File: src/rtl/quad_pkg.sv
// ============================================================================
// Module : quad_pkg
// Brief  : Shared state/phase types and forward-phase lookup for the
//          quadrature step decoder.
// Rev    : 1.0  initial release
// ============================================================================
`default_nettype none

package quad_pkg;

    typedef enum logic {INIT = 1'b0, TRACK = 1'b1} quad_state_t;

    typedef logic [1:0] quad_phase_t;

    // Gray-code successor of a phase {A,B} in the forward (count-up) direction.
    function automatic quad_phase_t next_fwd(input quad_phase_t p);
        quad_phase_t r;
        case (p)
            2'b00:   r = 2'b01;
            2'b01:   r = 2'b11;
            2'b11:   r = 2'b10;
            default: r = 2'b00;
        endcase
        return r;
    endfunction

endpackage

`default_nettype wire

File: src/rtl/quad_sync_filter.sv
// ============================================================================
// Module : quad_sync_filter
// Brief  : One encoder pin: SYNC_STAGES-deep metastability synchroniser,
//          followed by a stability filter when QUAD_FILTER_EN is defined.
// Rev    : 1.0  initial release
// ============================================================================
`default_nettype none

module quad_sync_filter #(
    parameter int SYNC_STAGES = 2
`ifdef QUAD_FILTER_EN
    , parameter int FILTER_CYCLES = 4
`endif
) (
    input  logic clk,
    input  logic reset,
    input  logic pin_in,
    output logic pin_out
);

    logic [SYNC_STAGES-1:0] r_sync;
    logic                   w_sync;

    always_ff @(posedge clk) begin
        if (reset) begin
            r_sync <= '0;
        end else begin
            r_sync <= {r_sync[SYNC_STAGES-2:0], pin_in};
        end
    end

    assign w_sync = r_sync[SYNC_STAGES-1];

`ifdef QUAD_FILTER_EN
    localparam int c_cnt_w = $clog2(FILTER_CYCLES + 1);

    logic [c_cnt_w-1:0] r_cnt;
    logic               r_level;

    // r_cnt tracks how many consecutive samples have disagreed with r_level;
    // any agreeing sample throws the candidate away.
    always_ff @(posedge clk) begin
        if (reset) begin
            r_cnt   <= '0;
            r_level <= 1'b0;
        end else if (w_sync == r_level) begin
            r_cnt <= '0;
        end else if (r_cnt == c_cnt_w'(FILTER_CYCLES - 1)) begin
            r_level <= w_sync;
            r_cnt   <= '0;
        end else begin
            r_cnt <= r_cnt + 1'b1;
        end
    end

    assign pin_out = r_level;
`else
    assign pin_out = w_sync;
`endif

endmodule

`default_nettype wire

File: src/rtl/quad_step_decoder.sv
// ============================================================================
// Module : quad_step_decoder
// Brief  : Quadrature A/B decoder producing a step strobe, direction level,
//          illegal-jump pulse and saturating error count. Optional pin
//          glitch filter enabled by defining QUAD_FILTER_EN.
// Rev    : 1.0  initial release
// ============================================================================
`default_nettype none

module quad_step_decoder
    import quad_pkg::*;
#(
    parameter int SYNC_STAGES   = 2,
    parameter int FILTER_CYCLES = 4,
    parameter int ERR_W         = 8
) (
    input  logic             clk,
    input  logic             reset,
    input  logic             en,
    input  logic             a_in,
    input  logic             b_in,
    output logic             step,
    output logic             dir,
    output logic             err,
    output logic [ERR_W-1:0] err_cnt
);

`ifdef QUAD_FILTER_EN
    localparam bit c_filt_en = 1'b1;
`else
    localparam bit c_filt_en = 1'b0;
`endif
    localparam int c_init_len = SYNC_STAGES + (c_filt_en ? FILTER_CYCLES : 0);
    localparam int c_init_w   = $clog2(c_init_len + 1);

    logic        w_a;
    logic        w_b;
    quad_phase_t w_phase;

    quad_sync_filter #(
        .SYNC_STAGES   (SYNC_STAGES)
`ifdef QUAD_FILTER_EN
        , .FILTER_CYCLES (FILTER_CYCLES)
`endif
    ) u_sync_a (
        .clk     (clk),
        .reset   (reset),
        .pin_in  (a_in),
        .pin_out (w_a)
    );

    quad_sync_filter #(
        .SYNC_STAGES   (SYNC_STAGES)
`ifdef QUAD_FILTER_EN
        , .FILTER_CYCLES (FILTER_CYCLES)
`endif
    ) u_sync_b (
        .clk     (clk),
        .reset   (reset),
        .pin_in  (b_in),
        .pin_out (w_b)
    );

    assign w_phase = {w_a, w_b};

    quad_state_t         r_state;
    quad_state_t         w_state_nxt;
    logic [c_init_w-1:0] r_init_cnt;
    logic [c_init_w-1:0] w_init_cnt_nxt;
    quad_phase_t         r_prev;
    quad_phase_t         w_prev_nxt;
    logic                r_step;
    logic                w_step_nxt;
    logic                r_dir;
    logic                w_dir_nxt;
    logic                r_err;
    logic                w_err_nxt;
    logic [ERR_W-1:0]    r_err_cnt;
    logic [ERR_W-1:0]    w_err_cnt_nxt;

    always_ff @(posedge clk) begin
        if (reset) begin
            r_state    <= INIT;
            r_init_cnt <= '0;
            r_prev     <= 2'b00;
            r_step     <= 1'b0;
            r_dir      <= 1'b1;
            r_err      <= 1'b0;
            r_err_cnt  <= '0;
        end else begin
            r_state    <= w_state_nxt;
            r_init_cnt <= w_init_cnt_nxt;
            r_prev     <= w_prev_nxt;
            r_step     <= w_step_nxt;
            r_dir      <= w_dir_nxt;
            r_err      <= w_err_nxt;
            r_err_cnt  <= w_err_cnt_nxt;
        end
    end

    always_comb begin
        w_state_nxt    = r_state;
        w_init_cnt_nxt = r_init_cnt;
        w_prev_nxt     = r_prev;
        w_step_nxt     = 1'b0;
        w_dir_nxt      = r_dir;
        w_err_nxt      = 1'b0;
        w_err_cnt_nxt  = r_err_cnt;

        case (r_state)
            INIT: begin
                // Wait one cycle past the pipeline depth so the captured
                // phase reflects the real pins, not the flops' reset value.
                if (r_init_cnt == c_init_w'(c_init_len)) begin
                    w_prev_nxt  = w_phase;
                    w_state_nxt = TRACK;
                end else begin
                    w_init_cnt_nxt = r_init_cnt + 1'b1;
                end
            end
            TRACK: begin
                w_prev_nxt = w_phase;
                if (en) begin
                    if (w_phase == next_fwd(r_prev)) begin
                        w_step_nxt = 1'b1;
                        w_dir_nxt  = 1'b1;
                    end else if (r_prev == next_fwd(w_phase)) begin
                        w_step_nxt = 1'b1;
                        w_dir_nxt  = 1'b0;
                    end else if (w_phase == ~r_prev) begin
                        w_err_nxt = 1'b1;
                        if (r_err_cnt != '1) begin
                            w_err_cnt_nxt = r_err_cnt + 1'b1;
                        end
                    end
                end
            end
        endcase
    end

    assign step    = r_step;
    assign dir     = r_dir;
    assign err     = r_err;
    assign err_cnt = r_err_cnt;

endmodule

`default_nettype wire

File: config.mk
export PLATFORM = sky130hd
export DESIGN_NAME = quad_step_decoder
export DESIGN_NICKNAME = d
export VERILOG_FILES = /design/src/rtl/quad_pkg.sv /design/src/rtl/quad_sync_filter.sv /design/src/rtl/quad_step_decoder.sv
export SDC_FILE = /design/constraint.sdc
export NUM_CORES = 1
export LEC_CHECK = 0
export ABC_AREA = 1
export CORE_AREA = 2 2 50 52
export CTS_CLUSTER_SIZE = 28
export DETAILED_ROUTE_END_ITERATION = 10
export DIE_AREA = 0 0 52 54
export GPL_TIMING_DRIVEN = 0
export PLACE_DENSITY = 0.67
export SYNTH_ARGS = -nofsm -noshare
export SYNTH_HDL_FRONTEND = slang
export SYNTH_SLANG_ARGS = --single-unit
File: constraint.sdc
create_clock -name clk -period 3.92 [get_ports clk]
set_input_delay 0.784 -clock clk [delete_from_list [all_inputs] [get_ports clk]]
set_output_delay 0.784 -clock clk [all_outputs]
set_load 0.005 [all_outputs]
# ---- Word level (Yosys, flattened, before mapping)
# Cells that the tools add are included.
dict set report totals {
  input_bits 5
  elab_cells 51
  ff_bits 20
  out_inout_bits 11
}
dict set report classes {
  muxes 16
  n_reduce_logical 8
  bitwise_logic 6
  eq_ne 10
  addsub 2
}
# cell n
set op_table {}
lappend op_table {{2-to-1 mux 2 bit} 6}
lappend op_table {{case mux 2 bit (3 select lines)} 2}
lappend op_table {{adder 8 x 1 -> 8 bit (second input constant)} 1}
lappend op_table {{inequality test 8 bit (second input constant)} 1}
lappend op_table {{2-to-1 mux 1 bit} 7}
lappend op_table {{equality test 2 bit} 3}
lappend op_table {{equality test 2 bit (second input constant)} 3}
lappend op_table {{AND reduction 6 bit} 1}
lappend op_table {{inverter 1 bit} 5}
lappend op_table {{OR reduction 5 bit} 1}
lappend op_table {{equality test 2 x 1 -> 1 bit (second input constant)} 2}
lappend op_table {{logical NOT 2 bit} 2}
lappend op_table {{case mux 2 bit (2 select lines)} 1}
lappend op_table {{AND reduction 3 bit} 1}
lappend op_table {{OR reduction 3 bit} 1}
lappend op_table {{adder 2 x 1 -> 2 bit (second input constant)} 1}
lappend op_table {{inequality test 2 bit (second input constant)} 1}
lappend op_table {{inverter 2 bit} 1}
lappend op_table {{AND reduction 2 bit} 1}
lappend op_table {{nonzero test 2 bit} 1}

# ---- Depth between registers and ports, before layout
dict set report depth {
  depth_word 11
  mapped_depth 8
  depth_no_buf 8
}

# ---- Hierarchy
# A second synthesis with hierarchy kept.
dict set report hier_totals {
  cells_unflattened 128
  hier_area_um2 935.9
}
# module area_per_inst_um2 instances seq_area_each_um2 cells_per_inst
set by_module_without_submodules {}
lappend by_module_without_submodules {quad_step_decoder 825.8 1 320.3 116}
lappend by_module_without_submodules {quad_sync_filter 55.1 2 40.0 6}

# ---- Least setup slack after synthesis
# No wires, ideal clock.
dict set report synth_path {
  path_type {input port to flip-flop}
  startpoint {in en}
  endpoint {reg r_err_cnt[6], in the netlist err_cnt[6]}
  path_buffers 0
  setup_slack_ps 2454
  cell_stages 6
  setup_time_ps 66
  arrival_time_ps 1400
  t_required_ps 3854
  cell_sequence {nand2_1 > inv_1 > nand3_1 > nor2_4 > nand2_1 > a21oi_2}
}
dict set report synth_between {
  elab_chain_cells 1
}
# item line
set synth_lines {}
lappend synth_lines {{from (decl)} quad_step_decoder.sv:19} ;# input logic en,
lappend synth_lines {{AND reduction 6 bit (no source line)} n/a}
lappend synth_lines {{to (signal assigned)} quad_step_decoder.sv:97} ;# r_err_cnt <= w_err_cnt_nxt;
lappend synth_lines {{to (decl)} quad_step_decoder.sv:78} ;# logic [ERR_W-1:0] r_err_cnt;
# Every way passes these cells.
# A chain may end at the register's enable or synchronous reset.

# ---- Worst setup path after layout
dict set report layout_path {
  startpoint {reg r_err_cnt[4], in the netlist err_cnt[4]}
  endpoint {out err_cnt[4]}
}
# item line
set layout_lines {}
lappend layout_lines {{to (decl)} quad_step_decoder.sv:25} ;# output logic [ERR_W-1:0] err_cnt
# No word-level cell between the ends.

==> impl_metrics.csv <==
group,metric,value,unit
routing,drt_iter0_drc,16,
min_path,whs_endpoint,"u_sync_a.r_sync[1]$_SDFF_PP0_",
finish,multi_input_area,487,sq um
timing,hold_viol_final,0,
cts,clock_latency,0.29,ns
timing,setup_viol,0,
finish,ff_latch_area,400,sq um
cts,clkTransAtPathRegs,0.12,ns
routing,met3WireLength,79,um
finish,drive_gt1_frac,0.0932,
cts,clockBufferDepth,2,
power,p_leak,0.525,nW
finish,nFillCells,228,
global_route,grt.total_usage,0.162,
global_route,antenna_found_initial,0,
routing,via_per_inst,4.73,
yosys,synth_cell_type_count,20,
floorplanning,placementRows,18,
routing,wl_per_cell,10.3,um
worst_setup_path,cp_slowest_stage_delay,0.54,ns
cts,clock-sinks,20,
worst_setup_path,rrSetupSlack,2.42,ns
timing,min_period,2.08,ns
finish,diodes,0,
worst_setup_path,crit_type,"reg2out",
power,ir_drop,0.000276,V
yosys,yosys_register_bits,20,
worst_setup_path,cp.arrival,1.30,ns
yosys,synth_fa_ha_area_frac,0.0257,
floorplanning,core-area,2320,sq um
routing,top_layer_used,"met4",
yosys,async_flop_share,0,
floorplanning,start_util,0.420,
yosys,syn-num-nets,149,
yosys,synth_top_family_by_area,"simple AND/OR/NAND/NOR gates",
routing,wl_met1,880,um
min_path,hold_class,"reg2reg",
yosys,avgSynthCellArea,6.86,sq um
yosys,seq_area_frac_synth,0.411,
global_route,grt_overflow_total,0,
timing,finalSetupTns,0,ns
floorplanning,pin_count,16,
global_route,grt_max_degree,13,
yosys,syn-instance-count,142,
global_route,grt_pass1_vias,848,
routing,postRouteAntennaNets,0,
cts,cts_buffers,3,
yosys,yosys.area_share.simple,0.357,
worst_setup_path,timing.rr.end,"err_cnt[7]$_SDFFE_PP0P_",
timing,holdWs,0.411,ns
timing,tightest_slew,0.487,ns
power,p_per_area,426,nW/um^2
worst_setup_path,critPathLaunchType,"flip-flop",
timing,finalMaxSlewViolations,0,
floorplanning,dieHeight,54,um
placement,gp_congestion,0.881,
yosys,synthesis.area,973,sq um
routing,wirelength,1.97,mm
finish,finalNetCount,169,
timing,rsz0062_at_grt,"no",
cts,postCtsSetupBuffers,0,
yosys,synth_xor_area_frac,0.0180,
worst_setup_path,cp_cell_sequence,"clkdlybuf4s50_1",
worst_setup_path,cp.required,3.14,ns
floorplanning,fp.dieW,52,um
routing,met2_length,992,um
worst_setup_path,r2r-start,"err_cnt[0]$_SDFFE_PP0P_",
cts,root_buffer,"clkbuf_4",
timing,period_share,0.531,
worst_setup_path,cp_top_family,"buffers and inverters",
routing,dr.pass1.iters,4,
routing,vias,904,
placement,hpwlAfterDp,1.47,mm
global_route,grt_pass1_wl,3.33,mm
finish,area_growth,24.7,%
worst_setup_path,cpMaxStageDelayCell,"clkdlybuf4s50_1",
cts,cts_tree,"done",
yosys,synth.area.mux_share,0,
cts,post_cts_resize_count,0,
worst_setup_path,rr_worst_depth,7,
cts,hold_buffers,0,
worst_setup_path,critPathBufInv,1,
timing,fmax,481,MHz
status,status,"completed",
yosys,synthFlopType,"dfxtp_1",
worst_setup_path,worstPathMaxFanout,7,
cts,h-tree-depth,1,
placement,portBuffers,15,
min_path,hold_start,"u_sync_a.r_sync[0]$_SDFF_PP0_",
timing,fin_skew,0.00435,ns
yosys,synth_compound_area_frac,0.0990,
min_path,worstHoldPathCells,2,
job,maxCapViolations,0,
yosys,synth-edff-count,0,
timing,slew_headroom,0.675,
floorplanning,dieArea,2810,sq um
routing,drc_errors,0,
yosys,yosysWarnings,0,
worst_setup_path,setup.worst_path.end_class,"output port",
## sequential cells by signal, indices dropped and copies added, names as in the netlist
signal	flops
err_cnt	8
r_init_cnt	2
err	1
u_sync_b.r_sync	2
dir	1
step	1
u_sync_a.r_sync	2
r_state	1
r_prev	2
## where the power goes
part	leakage, nW	switching, mW	internal, mW	total (mW)
Clock	0.0279	0.0632	0.103	0.166
Combinational	0.334	0.0664	0.0405	0.107
Sequential	0.163	0.0161	0.227	0.244
## metal layers
layer  vias up  track usage
met5         -            0
met4         0       0.0921
met3         2       0.0361
met2        20        0.276
met1       398        0.188
li1        484            -
## synthesized netlist by cell type, types with 2 or more instances
| library cell | number | share of area |
|---|---|---|
| nor2_4 | 2 | 0.023 |
| nor2_2 | 2 | 0.013 |
| nand2_2 | 2 | 0.013 |
| o21ai_1 | 2 | 0.010 |
| inv_2 | 3 | 0.012 |
| xor2_1 | 2 | 0.018 |
| o21ai_0 | 5 | 0.026 |
| a21oi_1 | 9 | 0.046 |
| ha_1 | 2 | 0.026 |
| nand2_1 | 42 | 0.16 |
| nand3_1 | 9 | 0.046 |
| nor2_1 | 16 | 0.062 |
| dfxtp_1 | 20 | 0.41 |
| inv_1 | 19 | 0.073 |
| nand4_1 | 2 | 0.013 |
## cell families after synthesis
logic type,Yosys count
compound gates,18
xor+xnor,2
fa+ha+maj,2
buf+inv,23
flops,20
simple gates,77
## worst max path at each step
stage	cells after the start	startpoint	slack (ns)	end
floorplan	6	en	2.45	err_cnt[6]$_SDFFE_PP0P_
global placement	7	en	1.87	err_cnt[6]$_SDFFE_PP0P_
detailed placement	3	reset	1.84	u_sync_b.r_sync[1]$_SDFF_PP0_
CTS	1	err_cnt[4]$_SDFFE_PP0P_	1.83	err_cnt[4]
global route	1	err_cnt[4]$_SDFFE_PP0P_	1.76	err_cnt[4]
finish	1	err_cnt[4]$_SDFFE_PP0P_	1.84	err_cnt[4]
## stage by stage
stage | worst slack, ns | util | power, mW | std cells | area, sq um
global route | 1.76 | 0.523 | 0.555 | 191 | 1210
global placement | 1.87 | 0.501 | 0.349 | 187 | 1160
CTS | 1.83 | 0.523 | 0.523 | 191 | 1210
detailed placement | 1.84 | 0.501 | 0.355 | 187 | 1160
finish | 1.84 | 0.523 | 0.517 | 191 | 1210
floorplan | 2.45 | - | 0.328 | 142 | 973
## tightest hold or removal path, stage by stage, from the launching register on
cell and delay, ns:
dfxtp_1 0.32, inv_1 0.04, nor2_1 0.03
## area by class of cell
class | instances | share of cell area
timing repair buffer | 15 | 0.124
clock inverter | 1 | 0.0247
multi-input combinational | 99 | 0.401
buffer | 1 | 0.00309
sequential | 20 | 0.330
tap | 30 | 0.0309
clock buffer | 3 | 0.0186
inverter | 22 | 0.0680
## cell usage in the layout (no fill, tap or decap), types with 3 or more instances in the layout
| cell type | instances |
|---|---|
| a21oi_1 | 9 |
| o21ai_0 | 5 |
| clkdlybuf4s50_1 | 15 |
| dfxtp_1 | 20 |
| nand2_1 | 42 |
| clkbuf_4 | 3 |
| inv_2 | 3 |
| nand3_1 | 9 |
| inv_1 | 19 |
| nor2_1 | 16 |
No activity file was read; power rests on OpenSTA's default activity.
